`src/rtl/pawn_move_seq.sv`:
```
// Sequential pawn move evaluator: walks the forward, double, diagonal and
// en-passant squares through a 1-cycle-latency board read port.
module pawn_move_seq #(
  parameter  int N  = 8,
  localparam int CW = $clog2(N)
) (
  input  logic          clk,
  input  logic          reset_n,
  input  logic          start,
  input  logic [CW-1:0] row,
  input  logic [CW-1:0] column,
  input  logic          color,
  input  logic          ep_valid,
  input  logic [CW-1:0] ep_col,
  output logic          rd_en,
  output logic [CW-1:0] rd_row,
  output logic [CW-1:0] rd_col,
  input  logic [4:0]    rd_data,
  output logic          busy,
  output logic          done,
  output logic [4:0]    allow,
  output logic          promote
);

  // state | meaning
  // IDLE  | waiting for start
  // RD_F1 | single step square read (issue / capture)
  // RD_F2 | double step square read
  // RD_DL | left diagonal capture read
  // RD_DR | right diagonal capture read
  // RD_EP | adjacent en-passant pawn read
  // FIN   | done pulse, result valid
  typedef enum logic [2:0] {IDLE, RD_F1, RD_F2, RD_DL, RD_DR, RD_EP, FIN} state_t;

  state_t        state, state_d;
  logic          phase, phase_d;
  logic [CW-1:0] r_row, r_col, r_epc;
  logic          r_color, r_epv;
  logic [4:0]    allow_d;
  logic          promote_d;
  logic          accept, advance;

  logic [CW-1:0] s_row, s_col, s_epc;
  logic          s_color, s_epv;
  logic [CW-1:0] fwd, fwd2, last_rank, start_row, ep_row;
  logic          ep_adj, c_f1, c_dl, c_dr, c_ep;
  logic [4:0]    ok, after, cand;

  // Conditions are evaluated from the live inputs at acceptance, latched copies afterwards.
  always_comb begin
    s_row   = r_row;
    s_col   = r_col;
    s_color = r_color;
    s_epv   = r_epv;
    s_epc   = r_epc;
    if (state == IDLE) begin
      s_row   = row;
      s_col   = column;
      s_color = color;
      s_epv   = ep_valid;
      s_epc   = ep_col;
    end
    fwd       = s_color ? s_row + CW'(1) : s_row - CW'(1);
    fwd2      = s_color ? s_row + CW'(2) : s_row - CW'(2);
    last_rank = s_color ? CW'(N - 1) : '0;
    start_row = s_color ? CW'(1) : CW'(N - 2);
    ep_row    = s_color ? CW'(N - 4) : CW'(3);
    ep_adj    = ({1'b0, s_epc} + (CW+1)'(1) == {1'b0, s_col}) ||
                ({1'b0, s_col} + (CW+1)'(1) == {1'b0, s_epc});
    c_f1      = (s_row != last_rank);
    c_dl      = c_f1 && (s_col != '0);
    c_dr      = c_f1 && (s_col != CW'(N - 1));
    c_ep      = s_epv && (s_row == ep_row) && ep_adj;
  end

  always_comb begin
    case (state)
      IDLE:    after = 5'b11111;
      RD_F1:   after = 5'b11110;
      RD_F2:   after = 5'b11100;
      RD_DL:   after = 5'b11000;
      RD_DR:   after = 5'b10000;
      default: after = 5'b00000;
    endcase
  end

  always_comb begin
    state_d   = state;
    phase_d   = phase;
    allow_d   = allow;
    promote_d = promote;
    accept    = 1'b0;
    advance   = 1'b0;
    rd_en     = 1'b0;
    rd_row    = '0;
    rd_col    = '0;
    busy      = 1'b0;
    done      = 1'b0;
    case (state)
      IDLE: begin
        if (start) begin
          accept    = 1'b1;
          allow_d   = '0;
          promote_d = 1'b0;
          advance   = 1'b1;
        end
      end
      FIN: begin
        done    = 1'b1;
        state_d = IDLE;
      end
      default: begin
        busy = 1'b1;
        if (!phase) begin
          rd_en   = 1'b1;
          phase_d = 1'b1;
          case (state)
            RD_F1:   begin rd_row = fwd;   rd_col = r_col;          end
            RD_F2:   begin rd_row = fwd2;  rd_col = r_col;          end
            RD_DL:   begin rd_row = fwd;   rd_col = r_col - CW'(1); end
            RD_DR:   begin rd_row = fwd;   rd_col = r_col + CW'(1); end
            default: begin rd_row = r_row; rd_col = r_epc;          end
          endcase
        end else begin
          phase_d = 1'b0;
          advance = 1'b1;
          case (state)
            RD_F1:   allow_d[3] = ~rd_data[0];
            RD_F2:   allow_d[4] = ~rd_data[0];
            RD_DL:   allow_d[2] = rd_data[0] & (rd_data[1] != r_color);
            RD_DR:   allow_d[1] = rd_data[0] & (rd_data[1] != r_color);
            default: allow_d[0] = rd_data[0] & (rd_data[1] != r_color) & (rd_data[4:2] == 3'b001);
          endcase
        end
      end
    endcase

    // F2 depends on the single-step result just captured, hence allow_d.
    ok   = {c_ep, c_dr, c_dl, (s_row == start_row) && allow_d[3], c_f1};
    cand = ok & after;
    if (advance) begin
      if (cand[0])      state_d = RD_F1;
      else if (cand[1]) state_d = RD_F2;
      else if (cand[2]) state_d = RD_DL;
      else if (cand[3]) state_d = RD_DR;
      else if (cand[4]) state_d = RD_EP;
      else begin
        state_d   = FIN;
        promote_d = (fwd == last_rank) && (|allow_d[3:1]);
      end
    end
  end

  always_ff @(posedge clk or negedge reset_n) begin
    if (!reset_n) begin
      state   <= IDLE;
      phase   <= 1'b0;
      r_row   <= '0;
      r_col   <= '0;
      r_color <= 1'b0;
      r_epv   <= 1'b0;
      r_epc   <= '0;
      allow   <= '0;
      promote <= 1'b0;
    end else begin
      state   <= state_d;
      phase   <= phase_d;
      allow   <= allow_d;
      promote <= promote_d;
      if (accept) begin
        r_row   <= row;
        r_col   <= column;
        r_color <= color;
        r_epv   <= ep_valid;
        r_epc   <= ep_col;
      end
    end
  end

endmodule

```
`config.mk`:
```
export PLATFORM = sky130hd
export DESIGN_NAME = pawn_move_seq
export DESIGN_NICKNAME = d
export VERILOG_FILES = /design/src/rtl/pawn_move_seq.sv
export SDC_FILE = /design/constraint.sdc
export NUM_CORES = 1
export LEC_CHECK = 0
export CAP_MARGIN = 30
export CELL_PAD_IN_SITES_DETAIL_PLACEMENT = 0
export CELL_PAD_IN_SITES_GLOBAL_PLACEMENT = 1
export CORE_ASPECT_RATIO = 2
export CORE_MARGIN = 10
export CORE_UTILIZATION = 43
export DETAILED_ROUTE_END_ITERATION = 8
export PLACE_DENSITY_LB_ADDON = 0.3
export SLEW_MARGIN = 25
export SYNTH_ARGS = -nofsm -noshare
export SYNTH_HDL_FRONTEND = slang
export SYNTH_SLANG_ARGS = --single-unit
```
`constraint.sdc`:
```
create_clock -name clk -period 6.5 [get_ports clk]
set_input_delay 1.3 -clock clk [delete_from_list [all_inputs] [get_ports clk]]
set_output_delay 1.3 -clock clk [all_outputs]
set_load 0.01 [all_outputs]
```
* Yosys cells after proc, flatten, opt, wreduce, memory -nomap -nowiden
Cells that the tools add are included.
** Operators by class
- Mux-type cells :: 48
- $add $sub $neg :: 8
- Reduce and logical (&&, ||, !) cells :: 19
- Equality and inequality tests :: 16
- Bitwise logic cells :: 5
** Operators with widths (number)
- 3-bit two-way mux :: 17
- 5-bit case mux with 5 select lines :: 1
- 1-bit two-way mux :: 22
- 5-bit two-way mux :: 2
- 5-bit case mux with 2 select lines :: 1
- 3-bit == test :: 3
- 3-bit case mux with 3 select lines :: 1
- 3-bit by 1-bit adder with 4-bit output, second input constant :: 2
- 4-bit by 3-bit == test with 1-bit output :: 2
- 4-bit AND reduction :: 2
- 3-bit by 1-bit adder with 3-bit output, second input constant :: 2
- 3-bit by 1-bit == test with 1-bit output, second input constant :: 2
- 3-bit by 2-bit == test with 1-bit output, second input constant :: 2
- 3-bit == test, second input constant :: 2
- 1-bit logical AND :: 6
- 3-bit case mux with 2 select lines :: 1
- 2-bit nonzero test :: 3
- 3-bit OR reduction :: 2
- 3-bit by 1-bit subtractor with 3-bit output, second input constant :: 2
- 5-bit AND :: 1
- 2-bit two-way mux :: 2
- 2-bit OR reduction :: 2
- 4-bit OR reduction :: 1
- 3-bit by 2-bit adder with 3-bit output, second input constant :: 1
- 12 further kinds :: 14
** Word-level totals
- Register bits after elaboration :: 21

* Logic depth before layout (Yosys ltp)
- Depth in word-level cells :: 14
- Depth in mapped cells :: 15

* Worst setup path before layout
Ideal clock, no wire load.
- Path type :: input -> output
- Start :: in color
- End :: out rd_row[2]
- Path slack :: 2286 ps
- Arrival :: 2914 ps
- Buffers on the path :: 1
- Stages on the path :: 7
- Cells stage by stage :: buf_2 nand2_1 nand2_1 fa_1 xnor2_1 mux2i_1 a2111oi_1
** Between the ends
- Cells in the longest elaborated chain, start to end :: 5
- Elaborated cells on any way between the ends :: 6
- Classes of those cells :: mux (6)
** RTL lines
- start, declared :: line 12 : input logic color,
- 1-bit two-way mux * :: line 56 : if (state == IDLE) begin
- 3-bit two-way mux, on equally long branches :: line 63, 64
- 3-bit case mux with 2 select lines * :: line 117 : case (state)
- 3-bit two-way mux * :: line 114 : if (!phase) begin
- 3-bit two-way mux * :: line 99 : case (state)
- end, declared :: line 16 : output logic [CW-1:0] rd_row,
Mark *: on every way between the ends. The rest lies on a longest branch, timed or not.

* Worst setup path in the final report
Same ends and word-level chain as after synthesis.

==> metrics.md <==
| Metric | Value |
|---|---|
| Drt first pass iters | 4 |
| RSZ-0062 raised after global routing | no |
| Clk sinks | 21 |
| Worst Clk Skew | around 2.3 ps |
| Initial antenna violation count | 0 |
| Top Ports | 34 |
| CP required | about 5200 ps |
| Reg2reg setup slack | 3110 ps |
| Worst r2r path cells | 12 |
| Setup crit start kind | primary input |
| Max_cap viols | 0 |
| M2 GR Usage | 0.267 |
| Largest net degree at the start of global routing | 33 |
| RR Endpoint | state[0]$_DFFE_PN0P_ |
| Rel. slew slack | 0.419 |
| FF-to-FF Start | state[0]$_DFFE_PN0P_ |
| ANT cells | 0 |
| Sw Share | 0.497 |
| Die width | 69.1 µm |
| First-pass GRT wire length | between 10000 and 15000 µm |
| Power share of the sequential group | 0.212 |
| Crit-path leading delay family | buffers and inverters |
| Worst Hold End | allow[0]$_DFFE_PN0P_ |
| Count of input and output buffers | 33 |
| Count of cell types in the netlist | between 50 and 60 |
| Synthesized flop and latch total | 21 |
| F_max | about 190 MHz |
| Synth top area share | 0.253 |
| Largest cells by area after synthesis | dfrtp_1 25%, mux2_2 5.4%, xnor2_1 4.6% |
| Met3 Usage GRT | 0.0193 |
| Root buf cell | clkbuf_8 |
| Min-delay worst type | register to register |
| DR vias/cell | 5.97 |
| GR Overflow Total | 0 |
| Hold Violations, Final | 0 |
| Vias in the first global route | ~2100 |
| Clock-pin slew on the worst setup and hold paths | roughly 80 ps |
| HPWL after DPL | between 4000 and 5000 µm |
| VDD IR max | between 200 and 300 µV |
| Run status | finished, final reports clean |
| Layout area overhead | 17.7% |
| Most common cell in the synthesized netlist | nand2_1 |
| Worst setup margin | ~1200 ps |
| Crit. End Element | primary output |
| Gate power share | 0.726 |
| Cell taking the most area after synthesis | dfrtp_1 |
| Syn Nets | 284 |
| Int Pwr | 735 µW |
| Syn Inst Count | around 260 |
| Setup violators final | 0 |
| Setup TNS Final | 0 ps |
| Post-synth EDFFs | 0 |
| WHS Path Cells | 2 |
| Sequential Area | around 530 µm² |
| CTS resizes | 0 |
| DR WL/cell | between 15 and 20 µm |
| DRC Markers | 0 |
| Cell area after synthesis | between 0.002 and 0.0025 mm² |
| Htree depth | 1 |
| Routed WL | roughly 5900 µm |
| Number of nets in the layout | between 300 and 400 |
| Die Ht | 118 µm |
| Place WS | approximately 1200 ps |
| Share of cells above drive strength 1 | 0.0964 |
| Final Non-Filler Cells | between 300 and 400 |
| Tcrit/Tclk final | 0.808 |
| Avg Cell Area, Syn | 8.05 µm² |
| WP buf/inv | 2 |
| Max-slew violations | 0 |
| Worst skew pair latency | about 260 ps |
| CP peak stage delay | slightly above 600 ps |
| Register area share after synthesis | 0.253 |
| Area occupied by multi-input gates | roughly 0.0014 mm² |
| Cell Count Post-Placement | about 330 |
| Hold buffers post-CTS | 0 |
| TritonCTS clock tree | done |
| Crit-path cells | clkdlybuf4s50_1, nand2_1, nand2_1, fa_1, xnor2_1, mux2i_1, a2111oi_1, clkdlybuf4s50_1 |
| Leak | roughly 0.97 nW |
| Crit Path Class | primary input to primary output |
| Post-synth top cells | 25 x nand2_1, 24 x nor2_1, 21 x dfrtp_1 |
| CTS Buf Count | 3 |
| Post-CTS Setup Bufs | 0 |
| GR Layer Usage met1 | 0.161 |
| Synth warn | 0 |
| Die ar. | 0.00817 mm² |
| Hold Path Origin | allow[0]$_DFFE_PN0P_ |
| Clock power share | 0.062 |
| Remaining antenna violation count after routing | 0 |
| Slew @ Worst Pin | between 800 and 900 ps |
| Iter 0 DRT Violations | around 110 |
| WP data arrival | 3950 ps |
| Gpl congestion | 0.826 |
| Fin crit period | 5250 ps |
| Core Rows | 35 |
| GRT Total Usage | 0.145 |
| Max FO, Critical Path | 11 |
| Post-synthesis async set-or-reset flop share | 1.00 |
| Via count | between 1500 and 2000 |
| Fill cells | 493 |
| PD cells | 598 mW/mm² |
| Core region area | roughly 0.0046 mm² |
| CTS Buffer Depth | 2 |
| Switch Pwr | between 700 and 800 µW |
| Most Crowded Layer GR | met2 |
| Hold_ws | between 400 and 500 ps |
| Slowest-stage cell, CP | clkdlybuf4s50_1 |
| Post-synth top flop | dfrtp_1 |
| Effective utilization at floorplan | 0.447 |
[cell families (layout without fill, tap and decap cells)]
family,after synthesis,after routing,synth area share
flops,21,21,0.253
compound gates,72,72,0.259
fa+ha+maj,7,7,0.0494
mux,16,16,0.0832
buf+inv,36,58,0.0802
xor+xnor,15,15,0.0633
simple gates,91,91,0.212
[worst min-delay path, delay by kind of cell, from the launching register on]
family           cells  cell delay (ps)
flip-flops           1              350
AO/OA/AOI/OAI        1               60
AND/OR/NAND/NOR      1               50
[worst max path at each step]
stage / start / endpoint / slack, ps / cells past startpoint
floorplan: color / rd_row[2] / 2290 / 7
finish: color / rd_row[2] / 1250 / 8
global placement: color / rd_row[2] / 1270 / 8
CTS: row[0] / rd_row[2] / 1240 / 8
global route: row[0] / rd_row[2] / 1100 / 8
detailed placement: row[0] / rd_row[2] / 1240 / 8
[registers in the layout (all words and copies together) (netlist names)]
register	count
r_color	1
r_epv	1
r_row	3
phase	1
allow	5
state	3
r_col	3
r_epc	3
promote	1
[placed cells by master (no fill, tap or decap), drive strengths merged, types with 2 or more instances in the layout]
cell	instances
a21oi	14
ha	5
o221ai	2
a311oi	2
o211ai	4
a2111oi	4
mux2	10
xnor2	11
clkdlybuf4s50	32
a31oi	5
and3	4
xor2	4
and2	3
clkbuf	4
dfrtp	21
or2	3
fa	2
nand2	25
o31ai	2
a221oi	4
a21boi	2
inv	17
nor2	24
nand2b	6
or3	3
nor3b	4
mux2i	6
o21ai	14
nor3	8
a211oi	4
o311ai	2
nand3	9
buf	5
[metal layers]
| layer | wire (µm) | up-vias |
|---|---|---|
| li1 | - | 969 |
| met1 | 2460 | 959 |
| met2 | 3110 | 58 |
| met3 | 229 | 13 |
| met4 | 144 | 0 |
| met5 | 0 | - |
[power by group through the flow]
stage | logic (mW) | clock network [mW] | registers (mW)
3_5_place_dp | 1.06 | 0 | 0.310
6_report | 1.06 | 0.0903 | 0.309
4_1_cts | 1.07 | 0.0929 | 0.308
5_1_grt | 1.20 | 0.0977 | 0.325
2_1_floorplan | 0.831 | 0 | 0.244
3_3_place_gp | 1.05 | 0 | 0.310
[cell type report]
type / count / share of cell area
Sequential cell: 21 / 0.215
Inverter: 17 / 0.0261
Timing Repair Buffer: 37 / 0.145
Multi-Input combinational cell: 201 / 0.567
Clock buffer: 4 / 0.0184
Tap cell: 55 / 0.0282
[stage by stage]
stage	power (mW)	util	cell area [µm²]
3_3_place_gp	1.36	0.518	2400
5_1_grt	1.62	0.526	2440
2_1_floorplan	1.07	-	2080
4_1_cts	1.47	0.526	2440
6_report	1.46	0.526	2440
3_5_place_dp	1.37	0.516	2400
(Power assumes the default switching activity.)
